$ cat src/rtl/k12a_spi_master.sv
// Multi-channel SPI master: one active bus at a time, CPOL/CPHA modes, MSB/LSB order, programmable SCK divider.
// Latency: busy for (div+1)*(2*DATA_WIDTH+2) cycles after start, then a one-cycle done pulse.
// Backpressure: none; start is taken only in IDLE (including the done cycle), otherwise it is dropped.
module k12a_spi_master #(
  parameter int CHANNELS   = 2,
  parameter int DATA_WIDTH = 8,
  parameter int DIV_WIDTH  = 8,
  localparam int CH_W      = (CHANNELS > 1) ? $clog2(CHANNELS) : 1
) (
  input  logic                  cpu_clock,
  input  logic                  reset,
  input  logic                  start,
  input  logic                  abort,
  input  logic [CH_W-1:0]       channel,
  input  logic                  cpol,
  input  logic                  cpha,
  input  logic                  lsb_first,
  input  logic [DIV_WIDTH-1:0]  div,
  input  logic [DATA_WIDTH-1:0] tx_data,
  output logic                  busy,
  output logic                  done,
  output logic [DATA_WIDTH-1:0] rx_data,
  output logic [CHANNELS-1:0]   spi_sck,
  output logic [CHANNELS-1:0]   spi_mosi,
  output logic [CHANNELS-1:0]   spi_cs_n,
  input  logic [CHANNELS-1:0]   spi_miso
);

  // Edge counter must hold 0 .. 2*DATA_WIDTH-1.
  localparam int ECW = $clog2(2 * DATA_WIDTH + 1);
  localparam logic [CH_W:0] CH_LIMIT = (CH_W + 1)'(CHANNELS);

  typedef enum logic [1:0] {IDLE, SETUP, SHIFT, HOLD} state_t;

  typedef struct packed {
    logic cpol;
    logic cpha;
    logic lsb_first;
  } mode_t;

  state_t                state;
  mode_t                 mode_q;
  logic [CH_W-1:0]       ch_q;
  logic [DIV_WIDTH-1:0]  div_q;
  logic [DIV_WIDTH-1:0]  cnt;
  logic [ECW-1:0]        edge_cnt;
  logic [DATA_WIDTH-1:0] tx_sh;
  logic [DATA_WIDTH-1:0] rx_sh;
  // Single-lane pin state for the latched channel; fanned out below.
  logic                  sck_r;
  logic                  mosi_r;
  logic                  cs_n_r;

  logic ch_ok;
  logic cnt_zero;
  logic sh_leading;
  logic sh_last;
  logic sh_sample;
  logic sh_drive;
  logic miso_bit;

  // Bit presented next on MOSI, depending on bit order.
  function automatic logic head_bit(input logic [DATA_WIDTH-1:0] w, input logic lsb);
    return lsb ? w[0] : w[DATA_WIDTH-1];
  endfunction

  // Moves the next bit to the head position.
  function automatic logic [DATA_WIDTH-1:0] advance(input logic [DATA_WIDTH-1:0] w, input logic lsb);
    return lsb ? (w >> 1) : (w << 1);
  endfunction

  assign ch_ok      = ({1'b0, channel} < CH_LIMIT);
  assign cnt_zero   = (cnt == '0);
  // edge_cnt holds the number of edges already issued, so the next edge is odd (leading) when it is even.
  assign sh_leading = ~edge_cnt[0];
  assign sh_last    = (edge_cnt == ECW'(2 * DATA_WIDTH - 1));
  assign sh_sample  = sh_leading ^ mode_q.cpha;
  // With cpha=0 the first bit is already on MOSI from SETUP and the final trailing edge drives nothing.
  assign sh_drive   = mode_q.cpha ? sh_leading : (~sh_leading & ~sh_last);
  assign miso_bit   = spi_miso[ch_q];

  // Transfer sequencer: owns the state, divider, shift registers and the single-lane pin registers.
  always_ff @(posedge cpu_clock or posedge reset) begin
    if (reset) begin
      state    <= IDLE;
      busy     <= 1'b0;
      done     <= 1'b0;
      rx_data  <= '0;
      mode_q   <= '0;
      ch_q     <= '0;
      div_q    <= '0;
      cnt      <= '0;
      edge_cnt <= '0;
      tx_sh    <= '0;
      rx_sh    <= '0;
      sck_r    <= 1'b0;
      mosi_r   <= 1'b0;
      cs_n_r   <= 1'b1;
    end else begin
      done <= 1'b0;
      if (state != IDLE && abort) begin
        state  <= IDLE;
        busy   <= 1'b0;
        cs_n_r <= 1'b1;
        sck_r  <= mode_q.cpol;
        mosi_r <= 1'b0;
      end else begin
        case (state)
          IDLE: begin
            if (start && ch_ok) begin
              state    <= SETUP;
              busy     <= 1'b1;
              ch_q     <= channel;
              mode_q   <= '{cpol: cpol, cpha: cpha, lsb_first: lsb_first};
              div_q    <= div;
              cnt      <= div;
              edge_cnt <= '0;
              rx_sh    <= '0;
              cs_n_r   <= 1'b0;
              sck_r    <= cpol;
              if (!cpha) begin
                mosi_r <= head_bit(tx_data, lsb_first);
                tx_sh  <= advance(tx_data, lsb_first);
              end else begin
                mosi_r <= 1'b0;
                tx_sh  <= tx_data;
              end
            end
          end
          SETUP: begin
            if (cnt_zero) begin
              state <= SHIFT;
              cnt   <= div_q;
            end else begin
              cnt <= cnt - DIV_WIDTH'(1);
            end
          end
          SHIFT: begin
            if (!cnt_zero) begin
              cnt <= cnt - DIV_WIDTH'(1);
            end else begin
              cnt      <= div_q;
              sck_r    <= ~sck_r;
              edge_cnt <= edge_cnt + ECW'(1);
              if (sh_sample) begin
                rx_sh <= mode_q.lsb_first ? {miso_bit, rx_sh[DATA_WIDTH-1:1]}
                                          : {rx_sh[DATA_WIDTH-2:0], miso_bit};
              end
              if (sh_drive) begin
                mosi_r <= head_bit(tx_sh, mode_q.lsb_first);
                tx_sh  <= advance(tx_sh, mode_q.lsb_first);
              end
              if (sh_last) begin
                state <= HOLD;
              end
            end
          end
          HOLD: begin
            if (!cnt_zero) begin
              cnt <= cnt - DIV_WIDTH'(1);
            end else begin
              state   <= IDLE;
              busy    <= 1'b0;
              done    <= 1'b1;
              rx_data <= rx_sh;
              cs_n_r  <= 1'b1;
              mosi_r  <= 1'b0;
              sck_r   <= mode_q.cpol;
            end
          end
          default: state <= IDLE;
        endcase
      end
    end
  end

  // Pin fan-out: only the latched channel follows the lane registers, the rest sit at idle levels.
  always_comb begin
    spi_sck  = {CHANNELS{mode_q.cpol}};
    spi_mosi = '0;
    spi_cs_n = '1;
    for (int i = 0; i < CHANNELS; i++) begin
      if (ch_q == CH_W'(i)) begin
        spi_sck[i]  = sck_r;
        spi_mosi[i] = mosi_r;
        spi_cs_n[i] = cs_n_r;
      end
    end
  end

endmodule

$ cat config.mk
export PLATFORM = sky130hd
export DESIGN_NAME = k12a_spi_master
export DESIGN_NICKNAME = d
export VERILOG_FILES = /design/src/rtl/k12a_spi_master.sv
export SDC_FILE = /design/constraint.sdc
export NUM_CORES = 1
export LEC_CHECK = 0
export BUFFER_PORTS_ARGS = -buffer_cell sky130_fd_sc_hd__buf_2
export CAP_MARGIN = 20
export CORE_AREA = 5 5 160 85
export DETAILED_ROUTE_END_ITERATION = 10
export DIE_AREA = 0 0 165 90
export PLACE_DENSITY = 0.48
export SLEW_MARGIN = 5
export SYNTH_ARGS = -nofsm -noshare
export SYNTH_HDL_FRONTEND = slang
export SYNTH_SLANG_ARGS = --single-unit
$ cat constraint.sdc
create_clock -name cpu_clock -period 2.5 [get_ports cpu_clock]
set_clock_uncertainty 0.05 [all_clocks]
set_input_delay 0.5 -clock cpu_clock [delete_from_list [all_inputs] [get_ports cpu_clock]]
set_output_delay 0.5 -clock cpu_clock [all_outputs]
set_load 0.03 [all_outputs]
==> flow_summary_export.csv <==
group,metric,value,unit
worst_setup_path,critPathMaxStageDelay,0.42,ns
yosys,async_flop_share,100,%
timing,fin_setup_tns,0,ns
timing,hold_slack,0.147,ns
worst_setup_path,crit_arrival,2.51,ns
timing,finalCriticalPeriod,2.38,ns
pwr,power.leakage,1.92,nW
global_route,antenna_found_initial,0,
clock_network,clkLatencyLatePin,0.30,ns
yosys,ys_warn_count,0,
drt,drc,0,
clock_network,cts_buffers,5,
placed_design,place_hpwl,7.35,mm
global_route,grt.overflow.total,0,
timing,finalHoldViolCount,0,
yosys,netlist.area_leader.share,39.1,%
timing,finalWorstSetupSlack,0.125,ns
clock_network,clockRootBuffer,"clkbuf_16",
drt,routed_wl,9.69,mm
worst_setup_path,crit_path_end_kind,"flip-flop",
final_layout,antenna_cells,0,
final_layout,postLayoutCellArea,4120,sq um
floorplan,die-width,165,um
floorplan,core,12200,sq um
drt,route.antenna.remaining_nets,0,
worst_setup_path,cp.required,2.63,ns
timing,worst_pin_slew,0.822,ns
drt,firstDrtPassIters,4,
drt,drtIter0Drc,245,
min_path,min_path_type,"input port to asynchronous set/reset pin",
placed_design,dp_slack,0.117,ns
worst_setup_path,slowest_stage,"dfrtp_1",
yosys,synth_top_area_cell,"dfrtp_1",
pwr,powerDensity,1160,nW/um^2
timing,rsz0062_at_grt,"false",
clock_network,cts_tree,"yes",
job,maxCapViolCount,0,
floorplan,pin_count,42,
worst_setup_path,worstSetupStartpointType,"flip-flop",
final_layout,drive_above_1_share,24.9,%
pwr,ir_worst_vdd,0.587,mV
worst_setup_path,crit_fanout,7,
global_route,grt.total_usage,13.5,%
worst_setup_path,cp_cell_sequence,"inv_1 -> ha_1 -> nor3b_4 -> buf_4 -> nand2_2 -> a221oi_2 -> mux2_1",
timing,finalMaxSlewViolations,0,
yosys,synth.avg_cell_area,9.44,sq um
drt,viasPerCell,4.87,
yosys,yosys_register_bits,56,
clock_network,clk_pin_slew_worst_paths,0.08,ns
floorplan,rows,29,
clock_network,cts_sinks,56,
placed_design,port_buffers,41,
clock_network,clock_path_buffers,2,
clock_network,cts_max_level,2,
timing,finalCritPeriodShare,95.0,%
global_route,grt_max_degree,22,
yosys,netlist_top_cells_count,"nand2_1, dfrtp_1, o21ai_0, mux2i_1, inv_1",
drt,wl_per_cell,16.5,um
timing,setup_viol,0,
floorplan,fp.dieH,90,um
yosys,synth.distinct_cells,62,
global_route,grt_pass1_vias,2906,
timing,max_freq,0.421,GHz
yosys,synthFlopType,"dfrtp_1",
floorplan,die_area,14900,sq um
run_status,run_status,"finished clean",
yosys,synth_edf_count,0,
drt,vias,2859,
yosys,yosysMostFrequentCell,"nand2_1",
yosys,synthTopCellsByArea,"dfrtp_1, mux2i_1, nand2_1",
final_layout,nets,449,
placed_design,placed_area,3960,sq um
final_layout,syn_to_final_growth,16.9,%
yosys,syn_inst,373,
floorplan,start_util,28.9,%
pwr,power,0.00477,W
yosys,ys_seq_area_share,39.9,%
yosys,syn_nets,406,
timing,relSlewSlack,44.7,%
clock_network,cts_hold_buf,0,
worst_setup_path,critical_path_class,"flip-flop to flip-flop",
yosys,synth_area,3520,sq um
placed_design,gp_congestion,0.863,
final_layout,fillers,1290,
global_route,grt_pass1_wl,16.1,mm
## cells in the final DEF (no fill, tap or decap), types with 8 or more instances in the layout
cell type | netlist | final
buf_2 | 3 | 41
o21ai_0 | 33 | 33
dfrtp_1 | 55 | 55
nand2_1 | 62 | 62
inv_1 | 21 | 20
a21oi_1 | 8 | 8
mux2i_1 | 27 | 27
o211ai_1 | 8 | 8
mux2_2 | 12 | 12
mux2_4 | 8 | 8
buf_4 | 1 | 18
nor2_1 | 18 | 18
## power by group
part / total [W] / leakage, nW / switching [W] / internal, W
Sequential: 0.00156 / 0.720 / 0.000348 / 0.00121
Clock: 0.000727 / 0.0660 / 0.000352 / 0.000374
Combinational: 0.00249 / 1.14 / 0.00148 / 0.00101
## cell type report
| class | instances | area [sq um] | area share (%) |
|---|---|---|---|
| repair buffers | 59 | 340 | 8.27 |
| multi-input cells | 273 | 1930 | 46.9 |
| clock buffers | 5 | 125 | 3.04 |
| inverters | 21 | 78.8 | 1.92 |
| well taps | 170 | 213 | 5.17 |
| flip-flops and latches | 56 | 1400 | 34.1 |
| clock inverters | 3 | 23.8 | 0.578 |
## registers in the layout, indices dropped and copies added (netlist names)
register / count
edge_cnt: 5
ch_q: 1
cnt: 8
state: 2
done: 1
busy: 1
tx_sh: 8
mode_q: 3
sck_r: 1
mosi_r: 1
rx_sh: 8
rx_data: 8
cs_n_r: 1
div_q: 8
## metrics by stage
step                util (%)  std cells
finish                  33.8        587
global route            33.8        587
CTS                     33.7        587
detailed placement      32.5        579
global placement        32.5        579
floorplan                  -        373
## critical path: cells and delay by family (launching register included)
kind,cells,cell delay [ns]
DFF,1,0.42
muxes,1,0.35
adders and majority gates,1,0.28
AOI/OAI and AO/OA,1,0.36
buffers and inverters,2,0.34
and+or+nand+nor,2,0.45
## layer usage
layer | global-route usage (%) | share of wire (%) | vias to the layer above
li1 | - | - | 1411
met1 | 22.4 | 55 | 1368
met2 | 16.8 | 37 | 76
met3 | 3.88 | 7.4 | 4
met4 | 1.87 | 0.35 | 0
met5 | 0 | 0 | -
## kinds of logic (layout without fill, tap and decap cells)
logic type	after synthesis	after routing	share of synthesized area [%]
compound gates	93	93	18.6
xor+xnor	1	1	0.249
fa+ha+maj	7	7	2.49
buf+inv	44	88	5.44
flops	56	56	39.9
mux	48	48	15.3
simple gates	124	124	18.1
## what timing repair did
item,4_1_cts,5_1_grt
resized for setup,0,1
buffers inserted,0,0
endpoints found under the setup margin,0,4
## path summary, 6_finish.rpt
path | slack [ns] | from | cells past startpoint | to
max | 0.12 | cnt[0]$_DFFE_PP0P_ | 7 | state[0]$_DFFE_PP0P_
min | 0.15 | reset | 2 | done$_DFF_PP0_
max reg2reg | 0.12 | cnt[0]$_DFFE_PP0P_ | 7 | state[0]$_DFFE_PP0P_
min reg2reg | 0.44 | div_q[0]$_DFFE_PP0P_ | 2 | div_q[0]$_DFFE_PP0P_
max in group asynchronous | 1.56 | reset | 3 | cs_n_r$_DFFE_PP1P_
min in group cpu_clock | 0.36 | channel | 3 | ch_q$_DFFE_PP0P_
Power figures use the tool's default switching activity.
